File: src/rtl/hazard_stall_unit_if.sv
// Hazard/stall controller interface: IF/ID, ID/EX and EX/MEM operand and
// control fields in, stall/flush controls out.
// With HAZARD_STALL_STATS_EN defined, the interface also carries the
// StallCycles/FlushCount statistics counters.
interface hazard_stall_unit_if
`ifdef HAZARD_STALL_STATS_EN
  #(parameter int STAT_W = 32)
`endif
  ;
  logic [4:0] IIRs;
  logic [4:0] IIRt;
  logic       UseRt;
  logic       beq;
  logic       bne;
  logic       jump;
  logic       BrTaken;
  logic [4:0] IERt;
  logic [4:0] IERd;
  logic       IEMemRead;
  logic       IERegWrite;
  logic [4:0] EMRd;
  logic       EMMemRead;
  logic       PCWrite;
  logic       IFIDWrite;
  logic       IDEXFlush;
  logic       IFIDFlush;
  logic       Stalling;
`ifdef HAZARD_STALL_STATS_EN
  logic [STAT_W-1:0] StallCycles;
  logic [STAT_W-1:0] FlushCount;

  modport master (
    output IIRs, IIRt, UseRt, beq, bne, jump, BrTaken,
           IERt, IERd, IEMemRead, IERegWrite, EMRd, EMMemRead,
    input  PCWrite, IFIDWrite, IDEXFlush, IFIDFlush, Stalling,
           StallCycles, FlushCount
  );

  modport slave (
    input  IIRs, IIRt, UseRt, beq, bne, jump, BrTaken,
           IERt, IERd, IEMemRead, IERegWrite, EMRd, EMMemRead,
    output PCWrite, IFIDWrite, IDEXFlush, IFIDFlush, Stalling,
           StallCycles, FlushCount
  );
`else
  modport master (
    output IIRs, IIRt, UseRt, beq, bne, jump, BrTaken,
           IERt, IERd, IEMemRead, IERegWrite, EMRd, EMMemRead,
    input  PCWrite, IFIDWrite, IDEXFlush, IFIDFlush, Stalling
  );

  modport slave (
    input  IIRs, IIRt, UseRt, beq, bne, jump, BrTaken,
           IERt, IERd, IEMemRead, IERegWrite, EMRd, EMMemRead,
    output PCWrite, IFIDWrite, IDEXFlush, IFIDFlush, Stalling
  );
`endif
endinterface

File: src/rtl/hazard_stall_unit.sv
// Hazard detection and stall/flush controller for the 5-stage MIPS pipeline.
// Catches the RAW hazards that forwarding cannot cover (load-use and branch
// operands still in flight), freezes PC and IF/ID, injects ID/EX bubbles, and
// flushes IF/ID on a taken branch or a jump once no stall is pending.
// A small down-counter carries multi-cycle stalls, so a detection made while
// a stall is running is ignored rather than stacked.
// Optional macro HAZARD_STALL_STATS_EN adds saturating StallCycles and
// FlushCount statistics counters.
module hazard_stall_unit #(
  parameter int CNT_W = 2
`ifdef HAZARD_STALL_STATS_EN
  , parameter int STAT_W = 32
`endif
) (
  input logic              clk,
  input logic              reset,
  hazard_stall_unit_if.slave bus
);

  logic [CNT_W-1:0] cnt_r;
  logic [CNT_W-1:0] need_s;
  logic             br_s;
  logic             luHaz_s;
  logic             baHaz_s;
  logic             bl1Haz_s;
  logic             bl2Haz_s;
  logic             stall_s;
  logic             flush_s;

  // Classify hazards; new detections only count while no stall is running.
  always_comb begin
    br_s     = bus.beq | bus.bne;
    luHaz_s  = bus.IEMemRead && (bus.IERt != 5'd0) &&
               ((bus.IERt == bus.IIRs) || (bus.UseRt && (bus.IERt == bus.IIRt)));
    baHaz_s  = br_s && bus.IERegWrite && !bus.IEMemRead && (bus.IERd != 5'd0) &&
               ((bus.IERd == bus.IIRs) || (bus.IERd == bus.IIRt));
    bl1Haz_s = br_s && bus.IEMemRead && (bus.IERt != 5'd0) &&
               ((bus.IERt == bus.IIRs) || (bus.IERt == bus.IIRt));
    bl2Haz_s = br_s && bus.EMMemRead && (bus.EMRd != 5'd0) &&
               ((bus.EMRd == bus.IIRs) || (bus.EMRd == bus.IIRt));
    need_s   = CNT_W'(0);
    if (cnt_r != CNT_W'(0)) begin
      need_s = CNT_W'(0);
    end else if (bl1Haz_s) begin
      need_s = CNT_W'(2);
    end else if (luHaz_s || baHaz_s || bl2Haz_s) begin
      need_s = CNT_W'(1);
    end else begin
      need_s = CNT_W'(0);
    end
  end

  // Stall and flush decisions; reset forces the pipeline to run freely.
  always_comb begin
    stall_s = 1'b0;
    flush_s = 1'b0;
    if (reset) begin
      stall_s = 1'b0;
      flush_s = 1'b0;
    end else begin
      stall_s = (cnt_r != CNT_W'(0)) || (need_s != CNT_W'(0));
      flush_s = !stall_s && (bus.jump || (br_s && bus.BrTaken));
    end
  end

  assign bus.PCWrite   = !stall_s;
  assign bus.IFIDWrite = !stall_s;
  assign bus.IDEXFlush = stall_s;
  assign bus.Stalling  = stall_s;
  assign bus.IFIDFlush = flush_s;

  // Stall down-counter: load need-1 on a fresh hazard, then count to zero.
  always_ff @(posedge clk or posedge reset) begin
    if (reset) begin
      cnt_r <= CNT_W'(0);
    end else if (cnt_r != CNT_W'(0)) begin
      cnt_r <= cnt_r - CNT_W'(1);
    end else if (need_s != CNT_W'(0)) begin
      cnt_r <= need_s - CNT_W'(1);
    end else begin
      cnt_r <= cnt_r;
    end
  end

`ifdef HAZARD_STALL_STATS_EN
  logic [STAT_W-1:0] stallCycles_r;
  logic [STAT_W-1:0] flushCount_r;

  // Saturating statistics: stall cycles and IF/ID flushes seen at each edge.
  always_ff @(posedge clk or posedge reset) begin
    if (reset) begin
      stallCycles_r <= {STAT_W{1'b0}};
      flushCount_r  <= {STAT_W{1'b0}};
    end else begin
      if (stall_s && (stallCycles_r != {STAT_W{1'b1}})) begin
        stallCycles_r <= stallCycles_r + STAT_W'(1);
      end else begin
        stallCycles_r <= stallCycles_r;
      end
      if (flush_s && (flushCount_r != {STAT_W{1'b1}})) begin
        flushCount_r <= flushCount_r + STAT_W'(1);
      end else begin
        flushCount_r <= flushCount_r;
      end
    end
  end

  assign bus.StallCycles = stallCycles_r;
  assign bus.FlushCount  = flushCount_r;
`endif

endmodule

File: src/flat_wrapper.sv
// flat-port wrapper written by rule: the top's interface ports become plain ports
module hazard_stall_unit_flat 
#(
  parameter int CNT_W = 2

)
  (clk, reset, bus_IIRs, bus_IIRt, bus_UseRt, bus_beq, bus_bne, bus_jump, bus_BrTaken, bus_IERt, bus_IERd, bus_IEMemRead, bus_IERegWrite, bus_EMRd, bus_EMMemRead, bus_PCWrite, bus_IFIDWrite, bus_IDEXFlush, bus_IFIDFlush, bus_Stalling);
  hazard_stall_unit_if bus_i ();
  input logic clk;
  input logic reset;
  input wire logic [$bits(bus_i.IIRs)-1:0] bus_IIRs;
  input wire logic [$bits(bus_i.IIRt)-1:0] bus_IIRt;
  input wire logic [$bits(bus_i.UseRt)-1:0] bus_UseRt;
  input wire logic [$bits(bus_i.beq)-1:0] bus_beq;
  input wire logic [$bits(bus_i.bne)-1:0] bus_bne;
  input wire logic [$bits(bus_i.jump)-1:0] bus_jump;
  input wire logic [$bits(bus_i.BrTaken)-1:0] bus_BrTaken;
  input wire logic [$bits(bus_i.IERt)-1:0] bus_IERt;
  input wire logic [$bits(bus_i.IERd)-1:0] bus_IERd;
  input wire logic [$bits(bus_i.IEMemRead)-1:0] bus_IEMemRead;
  input wire logic [$bits(bus_i.IERegWrite)-1:0] bus_IERegWrite;
  input wire logic [$bits(bus_i.EMRd)-1:0] bus_EMRd;
  input wire logic [$bits(bus_i.EMMemRead)-1:0] bus_EMMemRead;
  output wire logic [$bits(bus_i.PCWrite)-1:0] bus_PCWrite;
  output wire logic [$bits(bus_i.IFIDWrite)-1:0] bus_IFIDWrite;
  output wire logic [$bits(bus_i.IDEXFlush)-1:0] bus_IDEXFlush;
  output wire logic [$bits(bus_i.IFIDFlush)-1:0] bus_IFIDFlush;
  output wire logic [$bits(bus_i.Stalling)-1:0] bus_Stalling;
  assign bus_i.IIRs = bus_IIRs;
  assign bus_i.IIRt = bus_IIRt;
  assign bus_i.UseRt = bus_UseRt;
  assign bus_i.beq = bus_beq;
  assign bus_i.bne = bus_bne;
  assign bus_i.jump = bus_jump;
  assign bus_i.BrTaken = bus_BrTaken;
  assign bus_i.IERt = bus_IERt;
  assign bus_i.IERd = bus_IERd;
  assign bus_i.IEMemRead = bus_IEMemRead;
  assign bus_i.IERegWrite = bus_IERegWrite;
  assign bus_i.EMRd = bus_EMRd;
  assign bus_i.EMMemRead = bus_EMMemRead;
  assign bus_PCWrite = bus_i.PCWrite;
  assign bus_IFIDWrite = bus_i.IFIDWrite;
  assign bus_IDEXFlush = bus_i.IDEXFlush;
  assign bus_IFIDFlush = bus_i.IFIDFlush;
  assign bus_Stalling = bus_i.Stalling;
  hazard_stall_unit #(.CNT_W(CNT_W)) u_core (.clk(clk), .reset(reset), .bus(bus_i));
endmodule
File: config.mk
export PLATFORM = sky130hd
export DESIGN_NAME = hazard_stall_unit_flat
export DESIGN_NICKNAME = d
export VERILOG_FILES = /design/src/rtl/hazard_stall_unit_if.sv /design/src/rtl/hazard_stall_unit.sv /design/src/flat_wrapper.sv
export SDC_FILE = /design/constraint.sdc
export NUM_CORES = 1
export LEC_CHECK = 0
export ABC_AREA = 1
export ABC_CLOCK_PERIOD_IN_PS = 1100
export BUFFER_PORTS_ARGS = -buffer_cell sky130_fd_sc_hd__buf_2
export CORE_MARGIN = 2
export CORE_UTILIZATION = 40
export DETAILED_ROUTE_END_ITERATION = 10
export PLACE_DENSITY = 0.86
export SYNTH_ARGS = -nofsm -noshare
export SYNTH_HDL_FRONTEND = slang
export SYNTH_SLANG_ARGS = --single-unit
File: constraint.sdc
create_clock -name clk -period 1.1 [get_ports clk]
set_clock_uncertainty 0.15 [all_clocks]
set_input_delay 0.11 -clock clk [delete_from_list [all_inputs] [get_ports clk]]
set_output_delay 0.11 -clock clk [all_outputs]
set_load 0.01 [all_outputs]
* After elaboration in Yosys (flattened, before gate mapping)
Index checks and enable logic that the tools add are counted.
** Storage, ports and cells
- Word-level logic and storage cells :: 49
- Output and inout bits :: 5
- Input bits :: 35
- Register bits :: 2
** Operators by class
- Muxes and demuxes :: 7
- $add $sub $neg :: 2
- Equality and inequality tests :: 6
- Bitwise operators :: 1
- Reduce and logical (&&, ||, !) cells :: 32
** Operators with widths (count)
- 5-bit == test :: 6
- 1-bit logical AND :: 15
- 5-bit nonzero test :: 3
- 1-bit logical OR :: 8
- 2-bit 2-to-1 mux :: 4
- 2-bit nonzero test :: 3
- 2-bit by 1-bit subtractor with 2-bit output, second input constant :: 2
- 1-bit logical NOT :: 3
- 1-bit 2-to-1 mux :: 3
- 1-bit bitwise OR :: 1

* Logic depth before layout (Yosys ltp)
- Word-level depth :: 15
- Mapped depth :: 12
- Mapped depth without buffers :: 11

* Worst setup path before layout
OpenSTA, ideal clock, no wires.
- Path type :: input port to output port
- From :: in bus_IIRs[1]
- To :: out bus_Stalling
- Stages :: 11
- Setup slack :: -0.190 ns
- Required time :: 0.840 ns
- Arrival :: 1.030 ns
- Buffers on the path :: 1
- Cells stage by stage :: inv_1 -> nand2_1 -> nand2_1 -> nor2_1 -> nand3_2 -> nand2_1 -> nand3_1 -> nand2_1 -> nor2_1 -> nor2_1 -> buf_4
** On the way
- Word-level cells in the longest chain between the ends :: 11
- Elaborated cells between the ends (all ways) :: 19
- Those cells by class :: eq/ne: 3; mux: 4; reduce/logical: 12
** RTL lines
- start, declared :: RTL line flat_wrapper.sv:11 : input wire logic [$bits(bus_i.IIRs)-1:0] bus_IIRs;
- 5-bit == test (on tied branches) :: RTL line hazard_stall_unit.sv:34, hazard_stall_unit.sv:38, hazard_stall_unit.sv:36
- 1-bit logical OR (on tied branches) :: RTL line hazard_stall_unit.sv:34, hazard_stall_unit.sv:36
- 1-bit logical AND (on tied branches) :: RTL line hazard_stall_unit.sv:33, hazard_stall_unit.sv:35
- 1-bit logical OR (2 in series) :: RTL line hazard_stall_unit.sv:46 : end else if (luHaz_s || baHaz_s || bl2Haz_s) begin
- 1-bit 2-to-1 mux :: RTL line hazard_stall_unit.sv:46
- 2-bit 2-to-1 mux * :: RTL line hazard_stall_unit.sv:44 : end else if (bl1Haz_s) begin
- 2-bit 2-to-1 mux * :: RTL line hazard_stall_unit.sv:42 : if (cnt_r != CNT_W'(0)) begin
- 2-bit nonzero test * :: RTL line hazard_stall_unit.sv:61 : stall_s = (cnt_r != CNT_W'(0)) || (need_s != CNT_W'(0));
- 1-bit logical OR * :: RTL line hazard_stall_unit.sv:61
- 1-bit 2-to-1 mux * :: RTL line hazard_stall_unit.sv:57 : if (reset) begin
- end, declared :: RTL line flat_wrapper.sv:28 : output wire logic [$bits(bus_i.Stalling)-1:0] bus_Stalling;
Every way passes the cells marked *; elsewhere a longest branch is shown, timed or not.

* Worst setup path in the final report
- From :: in bus_IERd[3]
- To :: out bus_IFIDFlush
** On the way
- Word-level cells in the longest chain between the ends :: 13
- Elaborated cells between the ends (all ways) :: 16
- Those cells by class :: eq/ne: 2; mux: 4; reduce/logical: 10
** RTL lines
- start, declared :: RTL line flat_wrapper.sv:19 : input wire logic [$bits(bus_i.IERd)-1:0] bus_IERd;
- 5-bit == test or 5-bit nonzero test (tied branches) :: RTL line hazard_stall_unit.sv:36, hazard_stall_unit.sv:35
- 1-bit logical OR or 1-bit logical AND (tied branches) :: RTL line hazard_stall_unit.sv:36, hazard_stall_unit.sv:35
- 1-bit logical AND * :: RTL line hazard_stall_unit.sv:35 : baHaz_s = br_s && bus.IERegWrite && !bus.IEMemRead && (bus.IERd != 5'd0) &&
- 1-bit logical OR * (2 in series) :: RTL line hazard_stall_unit.sv:46
- 1-bit 2-to-1 mux * :: RTL line hazard_stall_unit.sv:46
- 2-bit 2-to-1 mux * :: RTL line hazard_stall_unit.sv:44
- 2-bit 2-to-1 mux * :: RTL line hazard_stall_unit.sv:42
- 2-bit nonzero test * :: RTL line hazard_stall_unit.sv:61
- 1-bit logical OR * :: RTL line hazard_stall_unit.sv:61
- 1-bit logical NOT * :: RTL line hazard_stall_unit.sv:62 : flush_s = !stall_s && (bus.jump || (br_s && bus.BrTaken));
- 1-bit logical AND * :: RTL line hazard_stall_unit.sv:62
- 1-bit 2-to-1 mux * :: RTL line hazard_stall_unit.sv:57
- end, declared :: RTL line flat_wrapper.sv:27 : output wire logic [$bits(bus_i.IFIDFlush)-1:0] bus_IFIDFlush;
Marks and branches as above.

==> results.json <==
{
  "status": "finished with violations",
  "violations": "setup timing",
  "grt_pass1_vias": 899,
  "fp.dieH_microns": 47.4,
  "syn_to_final_growth_pct": 78.5,
  "cts_sinks": 2,
  "max_freq_mhz": 687,
  "place_hpwl_mm": 1.75,
  "ioPinCount": 40,
  "power_frac_seq_pct": 10.5,
  "grt_setup_unrepaired": "yes",
  "final_cell_area_sq_mm": 0.00134,
  "first_pass_iters": 4,
  "die_w_microns": 47.4,
  "setup_violations": 5,
  "swShare_pct": 40.6,
  "diodes": 0,
  "routed_wl_mm": 2.67,
  "fp.dieArea_sq_mm": 0.00224,
  "tightest_slew_ns": 0.251,
  "leakage_nw": 0.799,
  "avgSynthCellArea_sq_um": 4.64,
  "fin_nets": 248,
  "cts_max_level": 1,
  "synth_seq_cells": 2,
  "grt_max_degree": 6,
  "detail-route-antenna-nets": 0,
  "netlist_instances": 162,
  "grt_usage_pct": 22.0,
  "ys_seq_area_share_pct": 6.66,
  "drive_gt1_share_pct": 46.0,
  "clkPwrFrac_pct": 22.2,
  "whs_ns": 0.200,
  "syn_nets": 197,
  "cts_tree": "yes",
  "drtIter0Drc": 23,
  "timing.setup.tns_ns": -1.60,
  "antenna_found_initial": 0,
  "hold_path_class": "in2async",
  "clk_latency_ns": 0.22,
  "cp-end-kind": "output port",
  "largest_register_ffs": 2,
  "fin_crit_sh_pct": 132,
  "r2r_slack_ns": 0.18,
  "synth.distinct_cells": 18,
  "pre_cts_ws_ns": -0.310,
  "cp.arrival_ns": 1.20,
  "ctsRootBufferMaster": "clkbuf_4",
  "synth_warnings": 0,
  "setup_slack_ns": -0.356,
  "viasPerCell": 4.67,
  "p_per_area_mw_per_mm2": 539,
  "netlist_area_sq_um": 752,
  "critPathKind": "in2out",
  "grt_first_pass_wirelength_mm": 3.57,
  "regMostFlops": "u_core.cnt_r",
  "post_drt_wl_per_cell_microns": 11.3,
  "clkSlewWorstSetupHoldPaths_ns": 0.03,
  "fill_cells": 146,
  "p_int_mw": 0.430,
  "cts.path.max_buffers": 2,
  "placed_area_sq_mm": 0.00103,
  "largest_registers": "u_core.cnt_r: 2 flops",
  "grt-ovfl-total": 0,
  "p_switching_mw": 0.293,
  "numPortBuffers": 39,
  "coreArea_sq_mm": 0.00175,
  "worstPathRequired_ns": 0.84,
  "combPwrFrac_pct": 67.3,
  "maxSlewHeadroom_pct": 83.2,
  "utilization_pct": 76.9,
  "cp-start-kind": "primary input",
  "fp-row-count": 15,
  "slew_violations": 0,
  "finalHoldViolations": 0,
  "post-route-min-period_ns": 1.46,
  "vias": 1103,
  "cts_inserted_buffers": 3,
  "start_util_pct": 43.1,
  "placedCellCount": 232,
  "maxCapViolCount": 0,
  "drc_errors": 0,
  "critPathMaxFanout": 3,
  "vdd_drop_max_v": 0.000398,
  "gp_congestion": 0.871,
  "layout.cells.non_filler": 236,
  "finalPower_mw": 0.723
}
power by group through the flow:
stage                     registers [mW]  clock network (mW)  logic, mW
final                             0.0762               0.161      0.486
after global routing              0.0762               0.173      0.531
after CTS                         0.0762               0.166      0.353
after detailed placement          0.0767                   0      0.340
after global placement            0.0766                   0      0.337
after floorplan                   0.0768                   0      0.194
area by class of cell:
| class | instances | area (sq um) | share of cell area (%) |
|---|---|---|---|
| Clock buffer | 3 | 22.5 | 1.68 |
| Inverter | 31 | 124 | 9.23 |
| Multi-Input combinational cell | 127 | 706 | 52.6 |
| Sequential cell | 2 | 50.0 | 3.73 |
| Tap cell | 25 | 31.3 | 2.33 |
| Timing Repair Buffer | 48 | 409 | 30.5 |
Yosys cell counts (all sizes together):
cell | count | area [sq um]
nor2 | 21 | 81.3
o21ai | 1 | 5.00
nand2 | 75 | 284
xor2 | 3 | 26.3
a21oi | 4 | 20.0
nor3 | 2 | 10.0
xnor2 | 6 | 52.6
buf | 2 | 15.0
or2 | 2 | 15.0
dfrtp | 2 | 50.1
nand3 | 12 | 70.1
nand4 | 1 | 6.26
inv | 31 | 116
cells in the final DEF (no fill, tap or decap), drive strengths merged:
cell type	Yosys	layout
nand3	12	12
o21ai	1	1
dlygate4sd3	0	1
nand2	75	75
nand4	1	1
xnor2	6	6
nor3	2	2
a21oi	4	4
buf	2	47
dfrtp	2	2
xor2	3	3
clkbuf	0	3
inv	31	31
nor2	21	21
or2	2	2
logic make-up after synthesis:
family                 after synthesis  share of synthesized area, %
XOR/XNOR                             9                          10.5
buffers and inverters               33                          17.5
flip-flops                           2                          6.66
AO/OA/AOI/OAI                        5                          3.33
AND/OR/NAND/NOR                    113                          62.1
path summary, 6_finish.rpt:
kind                                        startpoint                           to  cells past startpoint
setup / recovery                           bus_IERd[3]                bus_IFIDFlush                     11
hold / removal                                   reset  u_core.cnt_r[0]$_DFFE_PP0P_                      3
setup reg to reg           u_core.cnt_r[1]$_DFFE_PP0P_  u_core.cnt_r[0]$_DFFE_PP0P_                      3
hold reg to reg            u_core.cnt_r[0]$_DFFE_PP0P_  u_core.cnt_r[0]$_DFFE_PP0P_                      2
max in group asynchronous                        reset  u_core.cnt_r[1]$_DFFE_PP0P_                      3
min in group clk                         bus_IEMemRead  u_core.cnt_r[0]$_DFFE_PP0P_                      6
metal layers:
metal  share of wire [%]  GRT usage (%)  up-vias  routed length, microns
met1                  41           29.4      493                    1100
li1                    -              -      575                       -
met2                  54           38.4       33                    1450
met4                0.26           3.33        0                       7
met5                   0              0        -                       0
met3                 4.2           2.69        2                     113
repair_timing:
item / in CTS / in global routing
pin swaps: 1 / 28
hold endpoints to repair: 2 / 0
resized for setup: 4 / 85
hold buffers: 1 / 0
endpoints found under the setup margin: 5 / 6
gates cloned: 0 / 0
buffers inserted: 0 / 1
critical path, stage by stage:
cell and delay [ns]:
buf_2 0.12, nor3_1 0.21, nand3_1 0.11, nand2_1 0.08
inv_1 0.04, nand2_1 0.08, nand2_1 0.05, nor2_1 0.08
nand2_1 0.08, nor2_1 0.10, buf_2 0.14
No activity file was read; power rests on OpenSTA's default activity.
